$ cat src/rtl/locked_adder_key_sweep_engine_if.sv
// Bundle of the sweep engine's control, vector-memory, locked-DUT and readout
// signals. Names keep the engine's point of view (_i = into the engine).
//
// Handshake (vector memory): the engine raises vec_req_o with a stable
// vec_addr_o and holds both until a rising edge where vec_req_o and
// vec_valid_i are both high; vec_a_i/vec_b_i are transferred on that edge and
// vec_req_o drops the following cycle. vec_valid_i is ignored while
// vec_req_o is low.
//
// Modports: slave = the engine, master = whoever drives it (memory, DUT, host).
interface locked_adder_key_sweep_engine_if #(
   parameter int WIDTH    = 16,
   parameter int KEY_W    = 32,
   parameter int NUM_KEYS = 17,
   parameter int NUM_VEC  = 10000,
   parameter int CNT_W    = 16,
   parameter int HD_W     = 24
);
   localparam int KA_W = (NUM_KEYS > 1) ? $clog2(NUM_KEYS) : 1;
   localparam int VA_W = (NUM_VEC > 1) ? $clog2(NUM_VEC) : 1;

   logic             start_i;
   logic             key_wr_en_i;
   logic [KA_W-1:0]  key_wr_addr_i;
   logic [KEY_W-1:0] key_wr_data_i;
   logic             vec_req_o;
   logic [VA_W-1:0]  vec_addr_o;
   logic             vec_valid_i;
   logic [WIDTH-1:0] vec_a_i;
   logic [WIDTH-1:0] vec_b_i;
   logic [WIDTH-1:0] dut_a_o;
   logic [WIDTH-1:0] dut_b_o;
   logic [KEY_W-1:0] dut_key_o;
   logic [WIDTH:0]   dut_result_i;
   logic [KA_W-1:0]  res_rd_addr_i;
   logic [CNT_W-1:0] res_mismatch_o;
   logic [HD_W-1:0]  res_hd_o;
   logic [CNT_W-1:0] approx_err_o;
   logic             busy_o;
   logic             done_o;
   logic [2:0]       state_dbg_o;   // FSM state, for debug/checkers

   modport slave (
      input  start_i, key_wr_en_i, key_wr_addr_i, key_wr_data_i,
      input  vec_valid_i, vec_a_i, vec_b_i, dut_result_i, res_rd_addr_i,
      output vec_req_o, vec_addr_o, dut_a_o, dut_b_o, dut_key_o,
      output res_mismatch_o, res_hd_o, approx_err_o, busy_o, done_o, state_dbg_o
   );

   modport master (
      output start_i, key_wr_en_i, key_wr_addr_i, key_wr_data_i,
      output vec_valid_i, vec_a_i, vec_b_i, dut_result_i, res_rd_addr_i,
      input  vec_req_o, vec_addr_o, dut_a_o, dut_b_o, dut_key_o,
      input  res_mismatch_o, res_hd_o, approx_err_o, busy_o, done_o, state_dbg_o
   );
endinterface

$ cat src/rtl/locked_adder_key_sweep_engine.sv
// Key-sweep engine for a key-locked adder. Fetches operand pairs from a
// vector memory, applies each key of a programmable table to the locked DUT,
// and scores every key against slot 0 (the correct key): per-slot mismatch
// count and Hamming-distance sum. Slot 0 is also compared with the exact
// sum to count approximation errors.
//
// Ports:
//   clk_i  - clock, rising edge
//   rst_i  - synchronous active-high reset (aborts any sweep)
//   bus    - slave side of locked_adder_key_sweep_engine_if: start/key
//            write, vector request/response, DUT drive/result, result
//            readout, busy/done status and debug state.
module locked_adder_key_sweep_engine #(
   parameter int WIDTH    = 16,
   parameter int KEY_W    = 32,
   parameter int NUM_KEYS = 17,
   parameter int NUM_VEC  = 10000,
   parameter int DUT_LAT  = 0,
   parameter int CNT_W    = 16,
   parameter int HD_W     = 24
) (
   input logic clk_i,
   input logic rst_i,
   locked_adder_key_sweep_engine_if.slave bus
);
   localparam int KA_W  = (NUM_KEYS > 1) ? $clog2(NUM_KEYS) : 1;
   localparam int VA_W  = (NUM_VEC > 1) ? $clog2(NUM_VEC) : 1;
   localparam int LAT_W = (DUT_LAT > 1) ? $clog2(DUT_LAT) : 1;

   localparam logic [KA_W-1:0]  LAST_SLOT = KA_W'(NUM_KEYS - 1);
   localparam logic [VA_W-1:0]  LAST_VEC  = VA_W'(NUM_VEC - 1);
   localparam logic [LAT_W-1:0] LAST_LAT  = LAT_W'((DUT_LAT > 0) ? DUT_LAT - 1 : 0);

   typedef enum logic [2:0] {
      S_IDLE    = 3'd0,
      S_FETCH   = 3'd1,
      S_SETTLE  = 3'd2,
      S_CAPTURE = 3'd3,
      S_DONE    = 3'd4
   } state_t;

   state_t           state_q;
   logic [KEY_W-1:0] key_q  [NUM_KEYS];
   logic [CNT_W-1:0] mism_q [NUM_KEYS];
   logic [HD_W-1:0]  hd_q   [NUM_KEYS];
   logic [CNT_W-1:0] approx_q;
   logic [WIDTH:0]   ref_q;
   logic [KA_W-1:0]  slot_q;
   logic [LAT_W-1:0] settle_q;
   logic [VA_W-1:0]  vec_addr_q;
   logic             vec_req_q;
   logic [WIDTH-1:0] dut_a_q;
   logic [WIDTH-1:0] dut_b_q;
   logic [KEY_W-1:0] dut_key_q;
   logic             busy_q;
   logic             done_q;

   logic [WIDTH:0]   exact_sum;
   logic [WIDTH:0]   diff;
   logic [HD_W:0]    hd_sum_d;     // one extra bit to detect overflow for saturation
   logic [KA_W-1:0]  slot_nx;
   logic [CNT_W-1:0] rd_mism;
   logic [HD_W-1:0]  rd_hd;

   function automatic logic [HD_W-1:0] popcnt(input logic [WIDTH:0] v);
      logic [HD_W-1:0] c;
      c = '0;
      for (int i = 0; i <= WIDTH; i++) c = c + HD_W'(v[i]);
      return c;
   endfunction

   always_comb begin
      exact_sum = {1'b0, dut_a_q} + {1'b0, dut_b_q};
      diff      = bus.dut_result_i ^ ref_q;
      hd_sum_d  = {1'b0, hd_q[slot_q]} + {1'b0, popcnt(diff)};
      slot_nx   = slot_q + 1'b1;
   end

   // Out-of-range readout addresses return zero rather than indexing past the table.
   always_comb begin
      rd_mism = '0;
      rd_hd   = '0;
      if (int'(bus.res_rd_addr_i) < NUM_KEYS) begin
         rd_mism = mism_q[bus.res_rd_addr_i];
         rd_hd   = hd_q[bus.res_rd_addr_i];
      end
   end

   always_ff @(posedge clk_i) begin
      if (rst_i) begin
         state_q    <= S_IDLE;
         approx_q   <= '0;
         ref_q      <= '0;
         slot_q     <= '0;
         settle_q   <= '0;
         vec_addr_q <= '0;
         vec_req_q  <= 1'b0;
         dut_a_q    <= '0;
         dut_b_q    <= '0;
         dut_key_q  <= '0;
         busy_q     <= 1'b0;
         done_q     <= 1'b0;
         for (int i = 0; i < NUM_KEYS; i++) begin
            key_q[i]  <= '0;
            mism_q[i] <= '0;
            hd_q[i]   <= '0;
         end
      end else begin
         case (state_q)
            S_IDLE, S_DONE: begin
               if (bus.key_wr_en_i && (int'(bus.key_wr_addr_i) < NUM_KEYS))
                  key_q[bus.key_wr_addr_i] <= bus.key_wr_data_i;
               if (bus.start_i) begin
                  for (int i = 0; i < NUM_KEYS; i++) begin
                     mism_q[i] <= '0;
                     hd_q[i]   <= '0;
                  end
                  approx_q   <= '0;
                  done_q     <= 1'b0;
                  busy_q     <= 1'b1;
                  vec_addr_q <= '0;
                  vec_req_q  <= 1'b1;  // address 0 is valid together with the start
                  state_q    <= S_FETCH;
               end
            end

            S_FETCH: begin
               // After a vector the address has just advanced; the request
               // follows one cycle later so the memory sees a settled address.
               if (vec_req_q && bus.vec_valid_i) begin
                  dut_a_q   <= bus.vec_a_i;
                  dut_b_q   <= bus.vec_b_i;
                  dut_key_q <= key_q[0];
                  slot_q    <= '0;
                  settle_q  <= '0;
                  vec_req_q <= 1'b0;
                  state_q   <= (DUT_LAT == 0) ? S_CAPTURE : S_SETTLE;
               end else begin
                  vec_req_q <= 1'b1;
               end
            end

            S_SETTLE: begin
               if (settle_q == LAST_LAT) state_q <= S_CAPTURE;
               else settle_q <= settle_q + 1'b1;
            end

            S_CAPTURE: begin
               if (slot_q == '0) begin
                  ref_q <= bus.dut_result_i;
                  if ((bus.dut_result_i != exact_sum) && (approx_q != '1))
                     approx_q <= approx_q + 1'b1;
               end else if (bus.dut_result_i != ref_q) begin
                  if (mism_q[slot_q] != '1) mism_q[slot_q] <= mism_q[slot_q] + 1'b1;
                  hd_q[slot_q] <= hd_sum_d[HD_W] ? '1 : hd_sum_d[HD_W-1:0];
               end

               if (slot_q != LAST_SLOT) begin
                  slot_q    <= slot_nx;
                  dut_key_q <= key_q[slot_nx];
                  settle_q  <= '0;
                  state_q   <= (DUT_LAT == 0) ? S_CAPTURE : S_SETTLE;
               end else if (vec_addr_q != LAST_VEC) begin
                  vec_addr_q <= vec_addr_q + 1'b1;
                  state_q    <= S_FETCH;
               end else begin
                  busy_q  <= 1'b0;
                  done_q  <= 1'b1;
                  state_q <= S_DONE;
               end
            end

            default: state_q <= S_IDLE;
         endcase
      end
   end

   assign bus.vec_req_o      = vec_req_q;
   assign bus.vec_addr_o     = vec_addr_q;
   assign bus.dut_a_o        = dut_a_q;
   assign bus.dut_b_o        = dut_b_q;
   assign bus.dut_key_o      = dut_key_q;
   assign bus.res_mismatch_o = rd_mism;
   assign bus.res_hd_o       = rd_hd;
   assign bus.approx_err_o   = approx_q;
   assign bus.busy_o         = busy_q;
   assign bus.done_o         = done_q;
   assign bus.state_dbg_o    = state_q;
endmodule

$ cat src/flat_wrapper.sv
// flat-port wrapper written by rule: the top's interface ports become plain ports
module locked_adder_key_sweep_engine_flat 
#(
   parameter int WIDTH    = 16,
   parameter int KEY_W    = 32,
   parameter int NUM_KEYS = 17,
   parameter int NUM_VEC  = 10000,
   parameter int DUT_LAT  = 0,
   parameter int CNT_W    = 16,
   parameter int HD_W     = 24
)
  (clk_i, rst_i, bus_start_i, bus_key_wr_en_i, bus_key_wr_addr_i, bus_key_wr_data_i, bus_vec_valid_i, bus_vec_a_i, bus_vec_b_i, bus_dut_result_i, bus_res_rd_addr_i, bus_vec_req_o, bus_vec_addr_o, bus_dut_a_o, bus_dut_b_o, bus_dut_key_o, bus_res_mismatch_o, bus_res_hd_o, bus_approx_err_o, bus_busy_o, bus_done_o, bus_state_dbg_o);
  locked_adder_key_sweep_engine_if #(.WIDTH(WIDTH), .KEY_W(KEY_W), .NUM_KEYS(NUM_KEYS), .NUM_VEC(NUM_VEC), .CNT_W(CNT_W), .HD_W(HD_W)) bus_i ();
  input logic clk_i;
  input logic rst_i;
  input wire logic [$bits(bus_i.start_i)-1:0] bus_start_i;
  input wire logic [$bits(bus_i.key_wr_en_i)-1:0] bus_key_wr_en_i;
  input wire logic [$bits(bus_i.key_wr_addr_i)-1:0] bus_key_wr_addr_i;
  input wire logic [$bits(bus_i.key_wr_data_i)-1:0] bus_key_wr_data_i;
  input wire logic [$bits(bus_i.vec_valid_i)-1:0] bus_vec_valid_i;
  input wire logic [$bits(bus_i.vec_a_i)-1:0] bus_vec_a_i;
  input wire logic [$bits(bus_i.vec_b_i)-1:0] bus_vec_b_i;
  input wire logic [$bits(bus_i.dut_result_i)-1:0] bus_dut_result_i;
  input wire logic [$bits(bus_i.res_rd_addr_i)-1:0] bus_res_rd_addr_i;
  output wire logic [$bits(bus_i.vec_req_o)-1:0] bus_vec_req_o;
  output wire logic [$bits(bus_i.vec_addr_o)-1:0] bus_vec_addr_o;
  output wire logic [$bits(bus_i.dut_a_o)-1:0] bus_dut_a_o;
  output wire logic [$bits(bus_i.dut_b_o)-1:0] bus_dut_b_o;
  output wire logic [$bits(bus_i.dut_key_o)-1:0] bus_dut_key_o;
  output wire logic [$bits(bus_i.res_mismatch_o)-1:0] bus_res_mismatch_o;
  output wire logic [$bits(bus_i.res_hd_o)-1:0] bus_res_hd_o;
  output wire logic [$bits(bus_i.approx_err_o)-1:0] bus_approx_err_o;
  output wire logic [$bits(bus_i.busy_o)-1:0] bus_busy_o;
  output wire logic [$bits(bus_i.done_o)-1:0] bus_done_o;
  output wire logic [$bits(bus_i.state_dbg_o)-1:0] bus_state_dbg_o;
  assign bus_i.start_i = bus_start_i;
  assign bus_i.key_wr_en_i = bus_key_wr_en_i;
  assign bus_i.key_wr_addr_i = bus_key_wr_addr_i;
  assign bus_i.key_wr_data_i = bus_key_wr_data_i;
  assign bus_i.vec_valid_i = bus_vec_valid_i;
  assign bus_i.vec_a_i = bus_vec_a_i;
  assign bus_i.vec_b_i = bus_vec_b_i;
  assign bus_i.dut_result_i = bus_dut_result_i;
  assign bus_i.res_rd_addr_i = bus_res_rd_addr_i;
  assign bus_vec_req_o = bus_i.vec_req_o;
  assign bus_vec_addr_o = bus_i.vec_addr_o;
  assign bus_dut_a_o = bus_i.dut_a_o;
  assign bus_dut_b_o = bus_i.dut_b_o;
  assign bus_dut_key_o = bus_i.dut_key_o;
  assign bus_res_mismatch_o = bus_i.res_mismatch_o;
  assign bus_res_hd_o = bus_i.res_hd_o;
  assign bus_approx_err_o = bus_i.approx_err_o;
  assign bus_busy_o = bus_i.busy_o;
  assign bus_done_o = bus_i.done_o;
  assign bus_state_dbg_o = bus_i.state_dbg_o;
  locked_adder_key_sweep_engine #(.WIDTH(WIDTH), .KEY_W(KEY_W), .NUM_KEYS(NUM_KEYS), .NUM_VEC(NUM_VEC), .DUT_LAT(DUT_LAT), .CNT_W(CNT_W), .HD_W(HD_W)) u_core (.clk_i(clk_i), .rst_i(rst_i), .bus(bus_i));
endmodule
$ cat config.mk
export PLATFORM = sky130hd
export DESIGN_NAME = locked_adder_key_sweep_engine_flat
export DESIGN_NICKNAME = d
export VERILOG_FILES = /design/src/rtl/locked_adder_key_sweep_engine_if.sv /design/src/rtl/locked_adder_key_sweep_engine.sv /design/src/flat_wrapper.sv
export SDC_FILE = /design/constraint.sdc
export NUM_CORES = 2
export LEC_CHECK = 0
export CAP_MARGIN = 20
export CORE_ASPECT_RATIO = 1.4
export CORE_MARGIN = 5
export CORE_UTILIZATION = 55
export DETAILED_ROUTE_END_ITERATION = 16
export PLACE_DENSITY = 0.84
export SYNTH_ARGS = -nofsm -noshare
export SYNTH_HDL_FRONTEND = slang
export SYNTH_SLANG_ARGS = --single-unit
$ cat constraint.sdc
create_clock -name clk_i -period 16.9 [get_ports clk_i]
set_clock_uncertainty 0.2 [all_clocks]
set_input_delay 2.535 -clock clk_i [delete_from_list [all_inputs] [get_ports clk_i]]
set_output_delay 2.535 -clock clk_i [all_outputs]
set_load 0.02 [all_outputs]
==> impl_metrics.yaml <==
yosys:
  syn_avg_cell_area_um2: 16.5
  ys_ff_latch: 2431
  yosysWarningCount: 0
  synth_edf_count: 2304
  synth_cell_types: 102
  ys_async_sr_fraction_pct: 0
  yosys-top-cells-area: "edfxtp_1, mux4_2, and2_1"
  yosys.area.top_type_share_pct: 63.4
  syn_inst: 6619
  synth.cell_area_um2: 109000
  synth.largest_area_cell: "edfxtp_1"
  yosysSeqAreaShare_pct: 65.7
  synth_ff_type: "edfxtp_1"
floorplanning:
  die_width_um: 387
  num_io_pins: 236
  die_height_um: 537
  fp-row-count: 193
  core_um2: 198000
  dieArea_um2: 208000
  start_util_pct: 55.3
power:
  worst_ir_drop_vdd_v: 0.000131
  switchingPower_uw: 3460
  swShare_pct: 24.9
  pwr-share-clk_pct: 36.4
  p_leak_uw: 0.0430
  combPwrFrac_pct: 11.6
  p_int_uw: 10500
  power_density_nw_per_um2: 113
  p_seq_share_pct: 52.0
routing:
  dr.pass1.iters: 10
  vias: 66662
  drcViolationCount: 0
  routed_wl_mm: 316
  initialDrtViolationCount: 9751
  via_per_inst: 6.60
  wl_per_cell_um: 31.3
  postRouteAntennaNets: 0
clocking:
  cts_sinks: 2431
  clk_pin_slew_ns: 0.06
  root_buffer: "clkbuf_16"
  clk_latency_ns: 0.91
  cts_tree: "done"
  cts_resized: 0
  htree_levels: 4
  cts_buffers: 220
  clockBufferDepth: 4
  cts_setup_buffers: 0
  hold_buffers: 0
grt:
  grt_pass1_vias: 68779
  grt_max_degree: 137
  grt_usage_pct: 30.0
  overflow: 0
  grt_pass1_wl_mm: 456
  antenna_found_initial: 22
place:
  numPortBuffers: 235
  dpl_cell_area_um2: 116000
  gp_congestion: 0.899
  post-place-ws_ns: 6.25
  dp_hpwl_mm: 182
  dp.cells: 9674
sta:
  slew_headroom_pct: 14.1
  max_freq_mhz: 99.2
  finalSetupViolations: 0
  setup_ws_ns: 6.82
  tightest_slew_ns: 1.29
  fin_crit_sh_pct: 59.6
  hold_violations: 0
  rsz0062_at_grt: "no"
  tns_ns: 0
  final_max_slew_viol_count: 0
  period_minus_slack_ns: 10.08
finish:
  nFillCells: 13456
  multi_input_area_um2: 36500
  final_area_um2: 123000
  final_common_cell: "edfxtp_1"
  num-nets-final: 7416
  layout.cells.non_filler: 10100
  drive_gt1_share_pct: 18.7
  mostFrequentLayoutCells: "edfxtp_1, nor2_1, mux4_2, and2_1, conb_1"
  seqCellArea_um2: 71700
  area_delta_synth_final_pct: 12.8
run:
  maxCapViolCount: 0
critical_path:
  criticalPathCategory: "input pin to flip-flop"
  reg2reg_setup_slack_ns: 8.69
  r2r_end: "u_core.hd_q[17][1]"
  slowest_stage: "o21bai_1"
  cp-start-kind: "input pin"
  cp_common_cell: "fa_1"
  slowest_delay_ns: 0.58
  reg2reg_depth: 24
  arrival_ns: 10.50
  cp-startpoint: "bus_dut_result_i[0]"
  path_max_fanout: 15
  cp-end-kind: "flip-flop"
  rr_startpoint: "u_core.ref_q[0]"
  critPathRequiredTime_ns: 17.32
worst_hold_path:
  hp-class: "flip-flop to flip-flop"
  hold_depth: 2
  hold_path_end: "u_core.bus.done_o"
  hp-start: "u_core.bus.done_o"
outcome:
  status: "finished, final reports clean"
-- stage by stage --
step | utilization (%) | hold slack, ns | total power (uW)
detailed placement | 58.6 | 0.269 | 8880
finish | 62.3 | 0.277 | 13900
CTS | 62.3 | 0.281 | 13900
floorplan | - | 0.276 | 8340
global placement | 58.5 | 0.257 | 8790
global route | 62.3 | 0.303 | 14300
-- layout make-up --
type                            count  share of cell area (%)
Multi-Input combinational cell   4091                    29.7
Clock buffer                      281                    4.82
Antenna cell                       15                  0.0305
Clock inverter                    122                    1.03
Tap cell                         2632                    2.68
Inverter                          112                   0.341
Sequential cell                  2431                    58.3
Timing Repair Buffer              416                    3.16
-- worst max-delay path, delay by kind of cell --
family                   cells  cell delay [ns]
AO/OA/AOI/OAI                3             0.77
XOR/XNOR                     1             0.24
adder cells (fa/ha/maj)      8             3.52
buffers and inverters        9             1.96
AND/OR/NAND/NOR              4             1.43
-- registers in the layout, indices dropped and copies added (netlist names), 5 cells and up, named ones only --
name	flops
u_core.ref_q	17
u_core.bus.dut_key_o	32
u_core.mism_q	512
u_core.hd_q	768
u_core.bus.vec_addr_o	14
u_core.bus.approx_err_o	16
u_core.key_q	1024
u_core.slot_q	5
u_core.bus.dut_a_o	16
u_core.bus.dut_b_o	16
-- cells in the mapped netlist, types with 30 or more instances --
cell type  count
edfxtp_1    2304
nor2_1       824
mux4_2       696
and2_1       558
clkbuf_1     302
mux2i_1      278
nand2_1      231
a22oi_1      159
dfxtp_1      127
a21oi_1      110
inv_1        107
nand3_1       92
o21ai_0       66
mux4_1        52
buf_1         51
xor2_1        50
buf_2         43
a211oi_1      35
ha_1          35
nand4_1       30
-- power groups by stage --
stage          sequential (uW)  clock (uW)  combinational, uW
6_report                  7240        5070               1610
5_1_grt                   7250        5350               1710
4_1_cts                   7230        5080               1540
3_5_place_dp              7360           0               1520
3_3_place_gp              7320           0               1470
2_1_floorplan             7300           0               1040
-- routing by layer --
| layer | vias to the layer above | global-route usage [%] | routed length [um] |
|---|---|---|---|
| met5 | - | 0 | 83 |
| met4 | 16 | 19.4 | 25500 |
| met3 | 1640 | 10.4 | 46800 |
| met2 | 5812 | 48.1 | 149000 |
| met1 | 32809 | 34.8 | 95000 |
| li1 | 26385 | - | - |
-- logic make-up (layout without fill, tap and decap cells) --
family	after synthesis	after routing	share of synthesized area [%]
buf+inv	616	931	2.93
flops	2431	2431	65.7
xor+xnor	77	77	0.645
mux	1047	1047	18.4
simple gates	1944	1944	8.84
compound gates	455	455	2.84
other cells	1	535	0.00344
fa+ha+maj	48	48	0.640
-- worst max-delay path by stage --
stage / to / slack, ns / cells after the start
after floorplan: u_core.hd_q[17][18] / 8.36 / 22
after global placement: u_core.hd_q[20][1] / 6.42 / 24
after detailed placement: u_core.hd_q[22][1] / 6.25 / 23
after CTS: u_core.hd_q[17][1] / 7.06 / 23
after global routing: u_core.hd_q[17][1] / 6.50 / 25
final: u_core.hd_q[17][1] / 6.82 / 25
No activity file was read; power rests on OpenSTA's default activity.
